===== config.mk =====
export PLATFORM = sky130hd
export DESIGN_NAME = player_multishot_flat
export DESIGN_NICKNAME = d
export VERILOG_FILES = /design/src/rtl/player_multishot_if.sv /design/src/rtl/player_multishot.sv /design/src/flat_wrapper.sv
export SDC_FILE = /design/constraint.sdc
export NUM_CORES = 1
export LEC_CHECK = 0
export ABC_AREA = 1
export ABC_CLOCK_PERIOD_IN_PS = 3100
export CAP_MARGIN = 20
export CELL_PAD_IN_SITES_DETAIL_PLACEMENT = 1
export CELL_PAD_IN_SITES_GLOBAL_PLACEMENT = 1
export CORE_UTILIZATION = 41
export CTS_BUF_LIST = sky130_fd_sc_hd__clkbuf_8
export DETAILED_ROUTE_END_ITERATION = 8
export HOLD_SLACK_MARGIN = 0.06
export PLACE_DENSITY = 0.86
export SETUP_SLACK_MARGIN = 0.2
export SLEW_MARGIN = 10
export SYNTH_ARGS = -nofsm -noshare
export SYNTH_HDL_FRONTEND = slang
export SYNTH_SLANG_ARGS = --single-unit

===== constraint.sdc =====
create_clock -name clk_i -period 3.1 [get_ports clk_i]
set_input_delay 0.465 -clock clk_i [delete_from_list [all_inputs] [get_ports clk_i]]
set_output_delay 0.465 -clock clk_i [all_outputs]
set_load 0.005 [all_outputs]

===== src/rtl/player_multishot_if.sv =====
// Player controller bundle: per-frame controls in, sprite/bullet/status state out.
// The player itself connects through the slave modport.
interface player_multishot_if #(
    parameter int bullets_p = 4
) ();
    logic                    frame_i;
    logic                    move_left_i;
    logic                    move_right_i;
    logic                    shoot_i;
    logic                    hit_i;
    logic                    add_life_i;
    logic [bullets_p-1:0]    hit_enemy_i;
    logic                    alive_o;
    logic [2:0]              state_o;
    logic [2:0]              lives_o;
    logic [9:0]              pos_left_o;
    logic [9:0]              pos_right_o;
    logic [bullets_p-1:0]    bullet_valid_o;
    logic [10*bullets_p-1:0] bullet_x_o;
    logic [10*bullets_p-1:0] bullet_y_o;
    logic                    shot_o;
    logic [11:0]             player_rgb_o;

    modport slave (
        input  frame_i, move_left_i, move_right_i, shoot_i, hit_i, add_life_i, hit_enemy_i,
        output alive_o, state_o, lives_o, pos_left_o, pos_right_o, bullet_valid_o,
               bullet_x_o, bullet_y_o, shot_o, player_rgb_o
    );

    modport master (
        output frame_i, move_left_i, move_right_i, shoot_i, hit_i, add_life_i, hit_enemy_i,
        input  alive_o, state_o, lives_o, pos_left_o, pos_right_o, bullet_valid_o,
               bullet_x_o, bullet_y_o, shot_o, player_rgb_o
    );
endinterface


===== src/rtl/player_multishot.sv =====
// Space-invaders player: position, lives, ALIVE/HIT/DEAD life FSM and a multi-slot bullet pool.
// Define PLAYER_AUTOFIRE_EN to let a held fire button shoot repeatedly.
module player_multishot #(
    parameter int          screen_width_p  = 640,
    parameter int          player_width_p  = 32,
    parameter int          player_top_p    = 440,
    parameter int          step_p          = 4,
    parameter int          bullets_p       = 4,
    parameter int          bullet_w_p      = 2,
    parameter int          bullet_h_p      = 8,
    parameter int          bullet_speed_p  = 8,
    parameter int          cooldown_p      = 6,
    parameter int          start_lives_p   = 3,
    parameter int          max_lives_p     = 7,
    parameter int          invuln_frames_p = 60,
    parameter logic [11:0] color_p         = 12'hFFF
) (
    input logic               clk_i,
    input logic               reset_i,
    player_multishot_if.slave bus
);
    typedef enum logic [2:0] {
        ST_ALIVE = 3'b001,
        ST_HIT   = 3'b010,
        ST_DEAD  = 3'b100
    } state_e;

    localparam int CW = ($clog2(cooldown_p + 1) < 1) ? 1 : $clog2(cooldown_p + 1);
    localparam int IW = ($clog2(invuln_frames_p + 1) < 3) ? 3 : $clog2(invuln_frames_p + 1);

    localparam logic [9:0]    POS_CENTER  = 10'((screen_width_p - player_width_p) / 2);
    localparam logic [9:0]    POS_MAX     = 10'(screen_width_p - player_width_p);
    localparam logic [9:0]    STEP        = 10'(step_p);
    localparam logic [9:0]    RIGHT_OFS   = 10'(player_width_p - 1);
    localparam logic [9:0]    SPAWN_X_OFS = 10'(player_width_p / 2 - bullet_w_p / 2);
    localparam logic [9:0]    SPAWN_Y     = 10'(player_top_p - bullet_h_p);
    localparam logic [9:0]    SPEED       = 10'(bullet_speed_p);
    localparam logic [2:0]    LIVES_START = 3'(start_lives_p);
    localparam logic [2:0]    LIVES_MAX   = 3'(max_lives_p);
    localparam logic [CW-1:0] COOL_LOAD   = CW'(cooldown_p);
    localparam logic [IW-1:0] INV_LOAD    = IW'(invuln_frames_p);

    state_e               state_q, state_d;
    logic [2:0]           lives_q, lives_d;
    logic [9:0]           pos_q, pos_d;
    logic [9:0]           pos_right_q, pos_right_d;
    logic [CW-1:0]        cool_q, cool_d;
    logic [IW-1:0]        inv_q, inv_d;
    logic                 shoot_prev_q, shoot_prev_d;
    logic                 shot_q, shot_d;
    logic [11:0]          rgb_q, rgb_d;
    logic [bullets_p-1:0] valid_q, valid_d;
    logic [9:0]           bx_q [bullets_p];
    logic [9:0]           bx_d [bullets_p];
    logic [9:0]           by_q [bullets_p];
    logic [9:0]           by_d [bullets_p];

    logic                 can_act;
    logic                 shoot_ok;
    logic                 fire;
    logic                 found;
    logic [bullets_p-1:0] alloc_oh;
    logic [CW-1:0]        cool_next;

    always_comb begin
        state_d      = state_q;
        lives_d      = lives_q;
        pos_d        = pos_q;
        cool_d       = cool_q;
        inv_d        = inv_q;
        shoot_prev_d = shoot_prev_q;
        valid_d      = valid_q;
        bx_d         = bx_q;
        by_d         = by_q;
        found        = 1'b0;
        alloc_oh     = '0;

        can_act = (state_q != ST_DEAD);

        if (bus.frame_i && can_act) begin
            if (bus.move_left_i && !bus.move_right_i)
                pos_d = (pos_q < STEP) ? 10'd0 : pos_q - STEP;
            else if (bus.move_right_i && !bus.move_left_i)
                pos_d = (pos_q > POS_MAX - STEP) ? POS_MAX : pos_q + STEP;
        end

        for (int k = 0; k < bullets_p; k++) begin
            if (!valid_q[k] && !found) begin
                alloc_oh[k] = 1'b1;
                found       = 1'b1;
            end
        end

`ifdef PLAYER_AUTOFIRE_EN
        shoot_ok = bus.shoot_i;
`else
        shoot_ok = bus.shoot_i && !shoot_prev_q;
`endif
        // The firing frame counts toward the gap, so shots land exactly cooldown_p frames apart.
        cool_next = (cool_q == '0) ? '0 : cool_q - 1'b1;
        fire      = bus.frame_i && can_act && shoot_ok && (cool_next == '0) && found;

        if (bus.frame_i) begin
            shoot_prev_d = bus.shoot_i;
            cool_d       = fire ? COOL_LOAD : cool_next;
        end
        shot_d = fire;

        for (int k = 0; k < bullets_p; k++) begin
            if (bus.frame_i && valid_q[k]) begin
                if (by_q[k] < SPEED) valid_d[k] = 1'b0;
                else                 by_d[k]    = by_q[k] - SPEED;
            end
            if (fire && alloc_oh[k]) begin
                valid_d[k] = 1'b1;
                bx_d[k]    = pos_q + SPAWN_X_OFS;
                by_d[k]    = SPAWN_Y;
            end
            if (bus.hit_enemy_i[k] && valid_q[k]) valid_d[k] = 1'b0;
        end

        case (state_q)
            ST_ALIVE: begin
                if (bus.hit_i) begin
                    if (bus.add_life_i) begin
                        state_d = ST_HIT;
                        inv_d   = INV_LOAD;
                    end else if (lives_q <= 3'd1) begin
                        state_d = ST_DEAD;
                        lives_d = 3'd0;
                        inv_d   = '0;
                    end else begin
                        state_d = ST_HIT;
                        lives_d = lives_q - 3'd1;
                        inv_d   = INV_LOAD;
                    end
                end else if (bus.add_life_i) begin
                    lives_d = (lives_q >= LIVES_MAX) ? LIVES_MAX : lives_q + 3'd1;
                end
            end
            ST_HIT: begin
                if (bus.add_life_i)
                    lives_d = (lives_q >= LIVES_MAX) ? LIVES_MAX : lives_q + 3'd1;
                if (bus.frame_i) begin
                    if (inv_q <= IW'(1)) begin
                        state_d = ST_ALIVE;
                        inv_d   = '0;
                    end else begin
                        inv_d = inv_q - 1'b1;
                    end
                end
            end
            ST_DEAD: begin
                if (bus.add_life_i) begin
                    state_d = ST_ALIVE;
                    lives_d = 3'd1;
                    pos_d   = POS_CENTER;
                end
            end
            default: begin
                state_d = ST_ALIVE;
                inv_d   = '0;
            end
        endcase

        pos_right_d = pos_d + RIGHT_OFS;

        case (state_d)
            ST_ALIVE: rgb_d = color_p;
            ST_HIT:   rgb_d = inv_d[2] ? 12'h000 : color_p;
            default:  rgb_d = 12'h000;
        endcase
    end

    always_ff @(posedge clk_i or negedge reset_i) begin
        if (!reset_i) begin
            state_q      <= ST_ALIVE;
            lives_q      <= LIVES_START;
            pos_q        <= POS_CENTER;
            pos_right_q  <= POS_CENTER + RIGHT_OFS;
            cool_q       <= '0;
            inv_q        <= '0;
            shoot_prev_q <= 1'b0;
            shot_q       <= 1'b0;
            rgb_q        <= color_p;
            valid_q      <= '0;
            for (int k = 0; k < bullets_p; k++) begin
                bx_q[k] <= 10'd0;
                by_q[k] <= 10'd0;
            end
        end else begin
            state_q      <= state_d;
            lives_q      <= lives_d;
            pos_q        <= pos_d;
            pos_right_q  <= pos_right_d;
            cool_q       <= cool_d;
            inv_q        <= inv_d;
            shoot_prev_q <= shoot_prev_d;
            shot_q       <= shot_d;
            rgb_q        <= rgb_d;
            valid_q      <= valid_d;
            bx_q         <= bx_d;
            by_q         <= by_d;
        end
    end

    assign bus.alive_o        = (state_q != ST_DEAD);
    assign bus.state_o        = state_q;
    assign bus.lives_o        = lives_q;
    assign bus.pos_left_o     = pos_q;
    assign bus.pos_right_o    = pos_right_q;
    assign bus.bullet_valid_o = valid_q;
    assign bus.shot_o         = shot_q;
    assign bus.player_rgb_o   = rgb_q;

    for (genvar k = 0; k < bullets_p; k++) begin : g_flat
        assign bus.bullet_x_o[10*k +: 10] = bx_q[k];
        assign bus.bullet_y_o[10*k +: 10] = by_q[k];
    end
endmodule


===== src/flat_wrapper.sv =====
// flat-port wrapper written by rule: the top's interface ports become plain ports
module player_multishot_flat 
#(
    parameter int          screen_width_p  = 640,
    parameter int          player_width_p  = 32,
    parameter int          player_top_p    = 440,
    parameter int          step_p          = 4,
    parameter int          bullets_p       = 4,
    parameter int          bullet_w_p      = 2,
    parameter int          bullet_h_p      = 8,
    parameter int          bullet_speed_p  = 8,
    parameter int          cooldown_p      = 6,
    parameter int          start_lives_p   = 3,
    parameter int          max_lives_p     = 7,
    parameter int          invuln_frames_p = 60,
    parameter logic [11:0] color_p         = 12'hFFF
)
  (clk_i, reset_i, bus_frame_i, bus_move_left_i, bus_move_right_i, bus_shoot_i, bus_hit_i, bus_add_life_i, bus_hit_enemy_i, bus_alive_o, bus_state_o, bus_lives_o, bus_pos_left_o, bus_pos_right_o, bus_bullet_valid_o, bus_bullet_x_o, bus_bullet_y_o, bus_shot_o, bus_player_rgb_o);
  player_multishot_if #(.bullets_p(bullets_p)) bus_i ();
  input logic clk_i;
  input logic reset_i;
  input wire logic [$bits(bus_i.frame_i)-1:0] bus_frame_i;
  input wire logic [$bits(bus_i.move_left_i)-1:0] bus_move_left_i;
  input wire logic [$bits(bus_i.move_right_i)-1:0] bus_move_right_i;
  input wire logic [$bits(bus_i.shoot_i)-1:0] bus_shoot_i;
  input wire logic [$bits(bus_i.hit_i)-1:0] bus_hit_i;
  input wire logic [$bits(bus_i.add_life_i)-1:0] bus_add_life_i;
  input wire logic [$bits(bus_i.hit_enemy_i)-1:0] bus_hit_enemy_i;
  output wire logic [$bits(bus_i.alive_o)-1:0] bus_alive_o;
  output wire logic [$bits(bus_i.state_o)-1:0] bus_state_o;
  output wire logic [$bits(bus_i.lives_o)-1:0] bus_lives_o;
  output wire logic [$bits(bus_i.pos_left_o)-1:0] bus_pos_left_o;
  output wire logic [$bits(bus_i.pos_right_o)-1:0] bus_pos_right_o;
  output wire logic [$bits(bus_i.bullet_valid_o)-1:0] bus_bullet_valid_o;
  output wire logic [$bits(bus_i.bullet_x_o)-1:0] bus_bullet_x_o;
  output wire logic [$bits(bus_i.bullet_y_o)-1:0] bus_bullet_y_o;
  output wire logic [$bits(bus_i.shot_o)-1:0] bus_shot_o;
  output wire logic [$bits(bus_i.player_rgb_o)-1:0] bus_player_rgb_o;
  assign bus_i.frame_i = bus_frame_i;
  assign bus_i.move_left_i = bus_move_left_i;
  assign bus_i.move_right_i = bus_move_right_i;
  assign bus_i.shoot_i = bus_shoot_i;
  assign bus_i.hit_i = bus_hit_i;
  assign bus_i.add_life_i = bus_add_life_i;
  assign bus_i.hit_enemy_i = bus_hit_enemy_i;
  assign bus_alive_o = bus_i.alive_o;
  assign bus_state_o = bus_i.state_o;
  assign bus_lives_o = bus_i.lives_o;
  assign bus_pos_left_o = bus_i.pos_left_o;
  assign bus_pos_right_o = bus_i.pos_right_o;
  assign bus_bullet_valid_o = bus_i.bullet_valid_o;
  assign bus_bullet_x_o = bus_i.bullet_x_o;
  assign bus_bullet_y_o = bus_i.bullet_y_o;
  assign bus_shot_o = bus_i.shot_o;
  assign bus_player_rgb_o = bus_i.player_rgb_o;
  player_multishot #(.screen_width_p(screen_width_p), .player_width_p(player_width_p), .player_top_p(player_top_p), .step_p(step_p), .bullets_p(bullets_p), .bullet_w_p(bullet_w_p), .bullet_h_p(bullet_h_p), .bullet_speed_p(bullet_speed_p), .cooldown_p(cooldown_p), .start_lives_p(start_lives_p), .max_lives_p(max_lives_p), .invuln_frames_p(invuln_frames_p), .color_p(color_p)) u_core (.clk_i(clk_i), .reset_i(reset_i), .bus(bus_i));
endmodule

Word level (Yosys, flattened, before mapping)
Index checks and enable logic that the tools add are counted.

Register bits: 133. Output and inout bits: 124.

$add $sub $neg: 12. Muxes and demuxes: 66. Eq/ne operators: 14. Order comparisons: 9. Bitwise operators: 1. Reduce and logical (&&, ||, !) cells: 55.

Operators with widths (number): 10-bit two-way mux (19); 3-bit two-way mux (14); 10-bit by 4-bit < comparator with 1-bit output (second input constant) (4); 10-bit by 4-bit subtractor with 10-bit output (second input constant) (4); 6-bit two-way mux (5); 3-bit nonzero test (9); 12-bit case mux with 2 select lines (1); 1-bit two-way mux (23); 1-bit logical AND (22); 3-bit case mux with 3 select lines (2); 6-bit case mux with 3 select lines (1); 2-bit AND reduction (8); 2-bit != test (second input constant) (7); 12-bit two-way mux (1); 10-bit by 3-bit adder with 10-bit output (second input constant) (1); 10-bit by 4-bit adder with 10-bit output (second input constant) (1); 10-bit by 5-bit adder with 10-bit output (second input constant) (1); 10-bit > comparator (second input constant) (1); 10-bit by 3-bit < comparator with 1-bit output (second input constant) (1); 10-bit by 3-bit subtractor with 10-bit output (second input constant) (1); 1-bit zero test (8); 2-bit nonzero test (4); 3-bit by 1-bit == test with 1-bit output (second input constant) (2); 3-bit by 2-bit == test with 1-bit output (second input constant) (2); 11 further kinds (15).

Depth between registers and ports, before layout
Gate-level depths: netlist (run 1).

Depth after elaboration: 13. Depth in mapped cells: 16. Depth with buffers taken out: 16.

Worst setup path after synthesis (run 1)
OpenSTA, ideal clock, no wires.

Path type: register to register. Start: register u_core.pos_q[2] (netlist: u_core.bus.pos_left_o[2]). End: register u_core.pos_right_q[6] (netlist: u_core.bus.pos_right_o[6]). Arrival time: 2.055 ns. Buffers on the path: 0. Setup time: 0.075 ns. Clock period less this slack: 2.129 ns. Setup slack: 0.971 ns. Cell stages (with the launch flop): 13. Cells stage by stage: dfrtp_1 > clkinv_1 > ha_1 > nand2_1 > nor2_1 > nand3_2 > a21oi_1 > nor2_1 > inv_1 > ha_1 > nand4_1 > nand2_1 > xor2_1.

Word-level cells in the longest chain between the ends: 8. Elaborated cells between the ends (all ways): 12.

Ends and longest elaborated chain: start: declaration (line player_multishot.sv:45) `logic [9:0] pos_q, pos_d;`; start signal: assignment (line player_multishot.sv:194) `pos_q <= pos_d;`; 10-bit > comparator (line player_multishot.sv:84) `pos_d = (pos_q > POS_MAX - STEP) ? POS_MAX : pos_q + STEP;`; 10-bit two-way mux (line player_multishot.sv:84); 10-bit two-way mux (line player_multishot.sv:83) `else if (bus.move_right_i && !bus.move_left_i)`; 10-bit two-way mux * (line player_multishot.sv:81) `if (bus.move_left_i && !bus.move_right_i)`; 10-bit two-way mux * (line player_multishot.sv:80) `if (bus.frame_i && can_act) begin`; 10-bit two-way mux (line player_multishot.sv:154) `if (bus.add_life_i) begin`; 10-bit two-way mux * (line player_multishot.sv:122) `case (state_q)`; net u_core.pos_d[0] (line player_multishot.sv:45); 10-bit by 5-bit adder with 10-bit output * (line player_multishot.sv:166) `pos_right_d = pos_d + RIGHT_OFS;`; net u_core.pos_right_d[6] (line player_multishot.sv:46) `logic [9:0] pos_right_q, pos_right_d;`; end signal: assignment (line player_multishot.sv:180) `pos_right_q <= POS_CENTER + RIGHT_OFS;`; end signal: assignment (line player_multishot.sv:195) `pos_right_q <= pos_right_d;`; end: declaration (line player_multishot.sv:46).

The timed path passes the listed nets; every way through them passes the cells marked *. A chain may end at the register's enable or synchronous reset.

Worst setup path in the final report (run 1)
Start: register u_core.pos_q[3] (netlist: u_core.bus.pos_left_o[3]). End: register u_core.pos_right_q[6] (netlist: u_core.bus.pos_right_o[6]).

Same word-level chain as after synthesis.

==> run_results.csv, run 1 <==
group,metric,value,unit
place,io_buffers,123,
final_layout,antennaDiodeCount,0,
floorplan,io_pins,136,
sta,final_hold_viol_count,0,
critical_path,r2r_slack,470,ps
clock_tree,cts_made_buffers,9,
run,max-cap-violations,0,
floorplan,die_h,122.8,microns
power_and_ir_drop,vdd_ir_drop_max,0.0003949,V
power_and_ir_drop,p_sw_share,42.28,%
clock_tree,clock_latency,410,ps
critical_path,worstSetupEndpointType,"flop",
floorplan,fp.coreArea,14040,sq um
critical_path,worstSetupStartpointType,"flop",
critical_path,path_cells,"inv_1, ha_1, nand2_1, nor2_1, nand3_2, a21oi_1, nor2_1, inv_1, ha_1, nand4_1, nand2_1, xor2_1",
critical_path,worst_ep_arrival_time,2970,ps
floorplan,die_w,122.8,microns
sta,setup_viol,0,
critical_path,cp_slowest_cell,"dfrtp_1",
route,drt_iter0_drc,310,
sta,period_minus_slack,2629,ps
floorplan,dieArea,15080,sq um
clock_tree,ctsHoldBuffers,0,
final_layout,fin_nets,890,
route,avgViaCountPerCell,5.223,
sta,max-slew-margin-rel,51.06,%
route,ant_nets,0,
power_and_ir_drop,intPower,3580,uW
final_layout,drive_gt1_share,8.535,%
clock_tree,cts_resized,0,
power_and_ir_drop,p_comb_share,47.3,%
yosys,yosys_warnings,0,
grt,grt_max_degree,60,
clock_tree,root_buffer,"clkbuf_8",
final_layout,final_core_util,53.39,%
power_and_ir_drop,cellLeakagePower,0.003674,uW
clock_tree,postCtsSetupRepairBufs,0,
clock_tree,cts.clk_slew.worst_paths,110,ps
critical_path,crit_buf_inv,2,
grt,antenna_found_initial,0,
place,place_congestion,0.8632,
route,drc,0,
sta,worstMarginPinSlew,733.3,ps
critical_path,crit_family,"simple AND/OR/NAND/NOR gates",
clock_tree,cts_max_path_buffers,2,
clock_tree,htree_levels,3,
power_and_ir_drop,p_sw,2623,uW
sta,finalCritPeriodShare,84.80,%
worst_hold_path,min_path_type,"in2async",
place,dpl.hpwl,13660,microns
final_layout,fill_cells,1730,
sta,final.setup.tns,0,ps
grt,grt-ovfl-total,0,
yosys,synth_edf_count,0,
yosys,ys_ff_latch,110,
route,wl,17650,microns
route,avgRoutedWirePerCell,16.86,microns
floorplan,core.rowCount,43,
sta,rsz0062_at_grt,"false",
sta,max_freq,0.3804,GHz
yosys,synth_ff_type,"dfrtp_1",
power_and_ir_drop,p_per_area,827.3,nW/um^2
yosys,yosysSeqAreaShare,46.28,%
clock_tree,clkSinkCount,110,
route,vias,5469,
critical_path,cpPeakStageDelay,530,ps
final_layout,syn_to_final_growth,25.30,%
grt,grt_pass1_vias,5740,
clock_tree,cts_tree,"done",
yosys,synthCells,746,
yosys,syn_area,5983,sq um
grt,grt_pass1_wl,28950,microns
critical_path,cp_data_required_time,3440,ps
sta,fin_worst_skew,8.620,ps
yosys,ys_types,46,
route,dr.pass1.iters,4,
grt,grt.total_usage,24.86,%
yosys,synthArstFlopShare,100.0,%
final_layout,seq_area,2769,sq um
power_and_ir_drop,power_frac_seq,37.4,%
status,status,"complete, no violations",
critical_path,path_class,"reg2reg",
final_layout,multiInputGateArea,2638,sq um
power_and_ir_drop,pwr-share-clk,15.2,%
floorplan,initial_core_util,42.61,%
critical_path,critPathMaxFanout,9,
yosys,avgSynthCellArea,8.020,sq um
sta,final_max_slew_viol_count,0,
## registers in the layout, indices dropped and copies added, names as in the netlist
| register | count |
|---|---|
| u_core.bus.lives_o | 3 |
| u_core.inv_q | 6 |
| u_core.bus.state_o | 3 |
| u_core.bus.pos_right_o | 10 |
| u_core.bus.bullet_y_o | 28 |
| u_core.bus.bullet_valid_o | 4 |
| u_core.bus.bullet_x_o | 40 |
| u_core.shoot_prev_q | 1 |
| u_core.bus.pos_left_o | 10 |
| u_core.bus.shot_o | 1 |
| u_core.bus.player_rgb_o | 1 |
| u_core.cool_q | 3 |
## cells by family after synthesis
family                   count (synthesis)  share of synthesized area [%]
AO/OA/AOI/OAI                          101                          9.892
XOR/XNOR                                20                          2.928
AND/OR/NAND/NOR                        364                          27.16
flip-flops                             110                          46.28
other                                    1                        0.06268
adder cells (fa/ha/maj)                 16                          3.346
buffers and inverters                  134                          10.33
## cell usage in the layout (no fill, tap or decap), types with 11 or more instances in the layout
cell	instances
a21oi_1	22
nor2_1	58
o21ai_0	43
xor2_1	18
clkdlybuf4s50_1	122
dfrtp_1	97
inv_1	87
ha_1	16
conb_1	12
nand3_1	53
dfstp_2	13
nor3_1	11
nand2_1	207
## worst reg2reg max path, delay by kind of cell, from the launching register on
family	cells	cell delay, ps
xor+xnor	1	170
fa+ha+maj	2	490
simple gates	6	840
flops	1	530
buf+inv	2	290
compound gates	1	230
## routing by layer
layer / up-vias / routed length (microns) / global-route usage, %
met1: 2753 / 7874 / 31.72
met2: 106 / 8863 / 42.45
met3: 27 / 543 / 3.671
li1: 2583 / - / -
met5: - / 0 / 0
met4: 0 / 372 / 9.375
## area by class of cell
cell class / count / area share, %
sequential: 110 / 36.93
multi-input combinational: 513 / 35.18
timing repair buffer: 130 / 17.26
inverter: 98 / 4.907
tap: 180 / 3.004
clock buffer: 9 / 1.652
clock inverter: 7 / 1.068
## synth_stat cells (3+ instances only)
cell / instances / share of area, %
nand2_1: 207 / 13
dfrtp_1: 97 / 41
inv_1: 87 / 5.5
nor2_1: 58 / 3.6
nand3_1: 53 / 4.4
o21ai_0: 43 / 3.6
buf_4: 24 / 3.0
a21oi_1: 22 / 1.8
xor2_1: 18 / 2.6
ha_1: 16 / 3.3
dfstp_2: 13 / 5.7
nor3_1: 11 / 0.92
inv_2: 10 / 0.63
nand4_1: 9 / 0.94
buf_2: 8 / 0.67
o21ai_1: 8 / 0.67
o211ai_1: 7 / 0.88
o21ai_2: 7 / 1.0
o221ai_1: 5 / 0.73
nand2_2: 4 / 0.42
and3_1: 3 / 0.31
nand3_2: 3 / 0.50
o22ai_1: 3 / 0.31
## power groups by stage
| stage | sequential [uW] | clock [uW] | combinational (uW) |
|---|---|---|---|
| floorplan | 2240 | 0 | 1660 |
| global placement | 2320 | 0 | 2810 |
| detailed placement | 2350 | 0 | 2930 |
| CTS | 2320 | 963 | 2950 |
| global route | 2380 | 1010 | 3270 |
| finish | 2320 | 945 | 2940 |
## worst paths after layout
| kind | from | to | cells after the start |
|---|---|---|---|
| setup / recovery | u_core.bus.pos_left_o[3] | u_core.bus.pos_right_o[6] | 12 |
| hold / removal | reset_i | u_core.bus.bullet_y_o[3] | 1 |
| setup reg to reg | u_core.bus.pos_left_o[3] | u_core.bus.pos_right_o[6] | 12 |
| hold reg to reg | u_core.bus.bullet_x_o[32] | u_core.bus.bullet_x_o[32] | 2 |
| max in group asynchronous | reset_i | u_core.bus.bullet_x_o[21] | 2 |
| min in group clk_i | u_core.bus.bullet_x_o[32] | u_core.bus.bullet_x_o[32] | 2 |
## through the flow
| step | setup slack (ps) | power, uW | hold WS [ps] | cell area, sq um | instances |
|---|---|---|---|---|---|
| 2_1_floorplan | 970.6 | 3903 | 169.4 | 6025 | 757 |
| 3_3_place_gp | 525.7 | 5121 | 463.5 | 7293 | 1031 |
| 3_5_place_dp | 432.0 | 5272 | 458.4 | 7293 | 1031 |
| 4_1_cts | 479.0 | 6238 | 119.1 | 7497 | 1047 |
| 5_1_grt | 266.4 | 6657 | 145.9 | 7497 | 1047 |
| 6_report | 471.3 | 6203 | 94.98 | 7497 | 1047 |
Note: power is estimated with default switching activity, not from simulation.
==> run 2: changes to the inputs <==
ABC_CLOCK_PERIOD_IN_PS = 2500   (was 3100)
CORE_UTILIZATION = 38   (was 41)
PLACE_DENSITY = 0.8   (was 0.86)
clock period = 2.5 ns   (was 3.1 ns; I/O delays follow)
==> run_results.csv, run 2 (synthesis gave the netlist of run 1 again) <==
group,metric,value,unit
sta,fin_worst_skew,19.61,ps
route,drc,0,
sta,worstMarginPinSlew,764.3,ps
route,ant_nets,0,
floorplan,dieArea,16250,sq um
clock_tree,cts_made_buffers,9,
grt,grt_pass1_vias,5852,
final_layout,final_common_cell,"nand2_1",
grt,grt_max_degree,49,
floorplan,initial_core_util,39.21,%
sta,max-slew-margin-rel,48.99,%
floorplan,die_w,127.5,microns
final_layout,drive_gt1_share,12.72,%
sta,final_max_slew_viol_count,0,
critical_path,critPathMaxFanout,21,
clock_tree,clkSinkCount,110,
floorplan,fp.coreArea,15260,sq um
power_and_ir_drop,cellLeakagePower,0.003785,uW
worst_hold_path,min_path_type,"in2async",
floorplan,core.rowCount,45,
clock_tree,root_buffer,"clkbuf_8",
clock_tree,cts_tree,"done",
clock_tree,cts.clk_slew.worst_paths,110,ps
place,dpl.hpwl,14260,microns
run,max-cap-violations,0,
grt,grt_pass1_wl,30460,microns
critical_path,worst_ep_arrival_time,2490,ps
final_layout,syn_to_final_growth,30.07,%
place,place_congestion,0.8917,
floorplan,die_h,127.5,microns
critical_path,cp_data_required_time,2740,ps
final_layout,fill_cells,1856,
sta,period_minus_slack,2249,ps
status,status,"complete, no violations",
power_and_ir_drop,p_per_area,995.9,nW/um^2
place,io_buffers,123,
final_layout,design_area,7782,sq um
final_layout,final_cell_mix,"207 x nand2_1, 122 x clkdlybuf4s50_1, 97 x dfrtp_1",
route,wl,18700,microns
route,avgRoutedWirePerCell,16.89,microns
route,dr.pass1.iters,4,
route,vias,5572,
clock_tree,cts_max_path_buffers,2,
critical_path,worstSetupEndpointType,"flop",
sta,max_freq,0.4447,GHz
final_layout,fin_nets,919,
place,place_area,7452,sq um
clock_tree,htree_levels,3,
sta,rsz0062_at_grt,"true",
sta,finalCritPeriodShare,89.94,%
power_and_ir_drop,vdd_ir_drop_max,0.0004491,V
grt,grt.total_usage,24.18,%
grt,grt-ovfl-total,0,
sta,final_hold_viol_count,0,
clock_tree,clock_latency,390,ps
final_layout,largest_reg_flops,40,
sta,final.setup.tns,0,ps
final_layout,final_core_util,51.00,%
route,avgViaCountPerCell,5.033,
critical_path,worstSetupStartpointType,"flop",
final_layout,antennaDiodeCount,0,
sta,setup_viol,0,
critical_path,path_class,"reg2reg",
floorplan,io_pins,136,
route,drt_iter0_drc,190,
grt,antenna_found_initial,0,
[run 2: changes by cell type in the layout (fill, tap and decap cells not counted), moves of 2 or more]
cell / delta
nor2_1: -3
nor2_2: +2
ha_1: -3
buf_4: +25
inv_2: +2
a21oi_1: -2
inv_6: -2
clkinvlp_4: +4
inv_1: -2
ha_2: +3
[run 2: final cells by class]
type / count / area [sq um] / share of cell area (%)
sequential: 110 / 2769 / 35.58
clock buffer: 9 / 123.9 / 1.592
tap: 211 / 264.0 / 3.392
clock inverter: 7 / 42.54 / 0.5466
timing repair buffer: 157 / 1503 / 19.31
timing repair inverter: 2 / 15.01 / 0.1929
inverter: 98 / 375.4 / 4.823
multi-input combinational: 513 / 2690 / 34.57
[run 2: metrics by stage]
step | worst slack [ps] | total power (uW) | instances | hold WS, ps
floorplan | 370.6 | 4840 | 757 | 79.41
global placement | 72.34 | 6469 | 1078 | 336.8
detailed placement | 18.20 | 6647 | 1078 | 330.6
CTS | 113.8 | 7692 | 1095 | 443.0
global route | 108.1 | 8352 | 1107 | 462.4
finish | 251.4 | 7750 | 1107 | 438.0
[run 2: report_power, final]
part | internal [uW] | switching, uW
logic | 1790 | 2130
registers | 2330 | 507
clock network | 359 | 640
total | 4480 | 3270
[run 2: path summary, 6_finish.rpt]
check | startpoint | endpoint | slack, ps | depth (start not counted)
worst max-delay path | u_core.cool_q[0] | u_core.bus.bullet_x_o[7] | 250 | 9
worst min-delay path | reset_i | u_core.bus.bullet_y_o[3] | 440 | 2
worst max register to register | u_core.cool_q[0] | u_core.bus.bullet_x_o[7] | 250 | 9
worst min register to register | u_core.bus.bullet_x_o[21] | u_core.bus.bullet_x_o[21] | 490 | 2
max in group asynchronous | reset_i | u_core.bus.bullet_x_o[10] | 1240 | 3
min in group clk_i | u_core.bus.bullet_x_o[21] | u_core.bus.bullet_x_o[21] | 490 | 2
[run 2: per-layer routing]
| layer | GRT usage (%) | vias up | share of wire [%] |
|---|---|---|---|
| li1 | - | 2647 | - |
| met4 | 6.933 | 0 | 1.7 |
| met3 | 4.146 | 24 | 4.4 |
| met2 | 41.72 | 146 | 50 |
| met5 | 0 | - | 0 |
| met1 | 31.10 | 2755 | 44 |
[run 2: what timing repair did]
item	in CTS	in global routing
hold buffers	1	0
endpoints found under the hold margin	28	0
cloned	0	2
setup buffers	0	10
endpoints found under the setup margin	4	46
gates resized for setup	2	18
pin swaps	0	2
[run 2: critical path, stage by stage, from the launching register on]
cell     delay (ps)
dfrtp_1         450
nor2_2          160
inv_2            50
ha_1            210
nor4_4          330
nand2_4         150
nor2_4          120
inv_1           340
nand2_1         160
o21ai_0         110
==> RTL change: new RTL, flow settings as in run 2 <==
The option `PLAYER_AUTOFIRE_EN` is turned on by a define.
--- a/src/rtl/player_multishot.sv
+++ b/src/rtl/player_multishot.sv
@@ -1,5 +1,7 @@
 // Space-invaders player: position, lives, ALIVE/HIT/DEAD life FSM and a multi-slot bullet pool.
 // Define PLAYER_AUTOFIRE_EN to let a held fire button shoot repeatedly.
+`define PLAYER_AUTOFIRE_EN
+
 module player_multishot #(
     parameter int          screen_width_p  = 640,
     parameter int          player_width_p  = 32,
Function: changed (Yosys sat finds a counterexample within 10 cycles, from zero or initial values and one cycle with reset_i low).
==> RTL change against run 2 <==
Setup slack gained 0.11 ns. Sequential power grew 2%. Sequential cell count shrank 1. Sequential share of layout area shrank 0.15 points. Die area grew 0.99%. Largest power group unchanged. Combinational power grew 5.4%. Synthesized area grew 1.0%. Power grew 4.1%. Cell area shrank 0.35%. Via count shrank 2.9%. Critical endpoint is now bus_pos_left_o[4]. Global-route usage shrank 1.6 points. Synthesized cell count grew 0.54%. Routed wire length shrank 5.6%.
==> RTL change: results (changes against run 2) <==
Run status
  – Outcome: completed

Placement
  – Pre-CTS WS: 0.06899 ns (+0.05080 ns)
  – Placed insts: 1076 (-0.19%)
  – Dpl hpwl: 13590 um (-4.7%)
  – RePlAce Congestion: 0.8906 (-0.12%)
  – Cell Area, Placed: 7467 um^2 (+0.20%)

Cells and area
  – Layout cell share with drive strength beyond 1: 13.61% (+0.89 points)
  – Fillers: 1884 (+1.5%)
  – Non-Filler Instances: 1100 (-0.63%)
  – Post-route cell area: 7755 um^2 (-0.35%)
  – NumNets Final: 912 (-0.76%)

Worst setup path
  – Critical path's slowest cell: dfstp_2
  – Max FO, Critical Path: 10 (-52%)
  – Worst R2R Setup Slack: 0.36 ns (+0.11 ns)
  – Crit-path leading delay family: flip-flops
  – Critical Path AT: 1.77 ns (-0.72 ns)
  – Crit-path max cell delay: 0.69 ns (+0.24 ns)

Synthesis
  – Post-synth top cells: nand2_1 (199), dfrtp_1 (96), inv_1 (81)
  – Most common cell in the synthesized netlist: nand2_1
  – Post-Syn Area per Cell: 8.058 um^2 (+0.47%)
  – Synth warn: 0 (unchanged)
  – Synth top area cells: dfrtp_1 (40%), nand2_1 (12%), dfstp_2 (5.7%), inv_1 (5.0%), nor2_1 (4.2%)
  – Synth Flop Type: dfrtp_1
  – Distinct cells, synth: 44 (-4.3%)
  – Sequential-to-total area share from yosys stat: 45.40% (-0.87 points)

Timing
  – Tightest Pin Transition: 0.5414 ns (-0.2229 ns)
  – Post-Route Skew: 0.01594 ns (-0.003669 ns)
  – Final period util: 85.67% (-4.3 points)
  – Fin Hold WS: 0.4800 ns (+0.04205 ns)

Global routing
  – Largest net degree at the start of global routing: 48 (-2.0%)
  – Vias in the first global route: 5561 (-5.0%)
  – Total GRT Usage: 22.63% (-1.6 points)
  – First-pass GRT wire length: 29000 um (-4.8%)
  – Initial antenna violation count: 0 (unchanged)

Routing
  – Met2 wire length: 8592 um (-7.6%)
  – Number of DRC markers in iteration 0: 248 (+31%)
  – Post-route met1 wirelength: 8117 um (-1.8%)
  – Final ANT Viol Nets: 0 (unchanged)
  – Met3 routed WL: 740 um (-9.3%)
  – Drt total wl: 17650 um (-5.6%)
  – DR vias: 5413 (-2.9%)

CTS
  – Clk_lat worst skew: 0.40 ns
  – H-tree levels: 3 (unchanged)
  – CTS Buffer Depth: 2 (unchanged)

Power
  – Lkg Pwr: 3.680 nW (-2.8%)
  – Total power: 8.065 mW (+4.1%)
  – Peak VDD IR: 0.6900 mV (+54%)
==> RTL change: cells by family (layout without fill, tap and decap cells) <==
group / after synthesis / in the layout / synth area share, %
AO/OA/AOI/OAI: 103 / 103 / 10.00
XOR/XNOR: 18 / 18 / 2.609
adder cells (fa/ha/maj): 16 / 16 / 3.313
flip-flops: 109 / 109 / 45.40
other: 1 / 12 / 0.06205
buffers and inverters: 134 / 262 / 10.31
AND/OR/NAND/NOR: 369 / 369 / 28.30
==> RTL change: area by class of cell <==
class                      instances  share of cell area, %
timing repair buffer             147                  18.36
timing repair inverter             1                0.09681
clock inverter                     7                 0.6776
tap                              211                  3.404
inverter                          98                  4.856
sequential                       109                  35.43
multi-input combinational        518                  35.58
clock buffer                       9                  1.597
==> RTL change: worst register-to-register path, stage by stage, from the launching register on <==
cell and delay, ns:
dfstp_2 0.67, inv_2 0.13, nand2_1 0.08, nor2_1 0.04, nand2_1 0.15, nand3_4 0.09
buf_4 0.16, nand2_2 0.06, nand2_2 0.06, a21oi_4 0.22, nand2_4 0.09, nor2_2 0.14
nand2_1 0.06, nand2_1 0.06, nand2_1 0.06
==> RTL change: final timing paths <==
path,start,end,cells past startpoint
worst max-delay path,u_core.bus.pos_left_o[4],bus_pos_left_o[4],2
worst min-delay path,reset_i,u_core.bus.bullet_y_o[27],2
worst max register to register,u_core.bus.pos_left_o[5],u_core.bus.pos_right_o[9],14
worst min register to register,u_core.bus.bullet_x_o[18],u_core.bus.bullet_x_o[18],2
max in group asynchronous,reset_i,u_core.bus.pos_right_o[7],3
min in group clk_i,u_core.bus.bullet_x_o[18],u_core.bus.bullet_x_o[18],2
==> RTL change: where the power goes <==
part	switching, mW	internal, mW	total [mW]	leakage [nW]
sequential	0.544	2.35	2.89	1.38
clock	0.679	0.370	1.05	0.0879
combinational	2.23	1.89	4.12	2.22
==> RTL change: metal layers <==
layer	global-route usage, %	vias to the layer above
met1	30.18	2655
met4	5.329	0
met5	0	-
met2	37.88	126
met3	4.424	14
li1	-	2618
==> RTL change: repair_timing <==
item,CTS,global route
endpoints found under the hold margin,39,0
buffers inserted,0,6
gates resized for setup,3,10
hold buffers,1,0
gates cloned,0,1
endpoints found under the setup margin,5,23
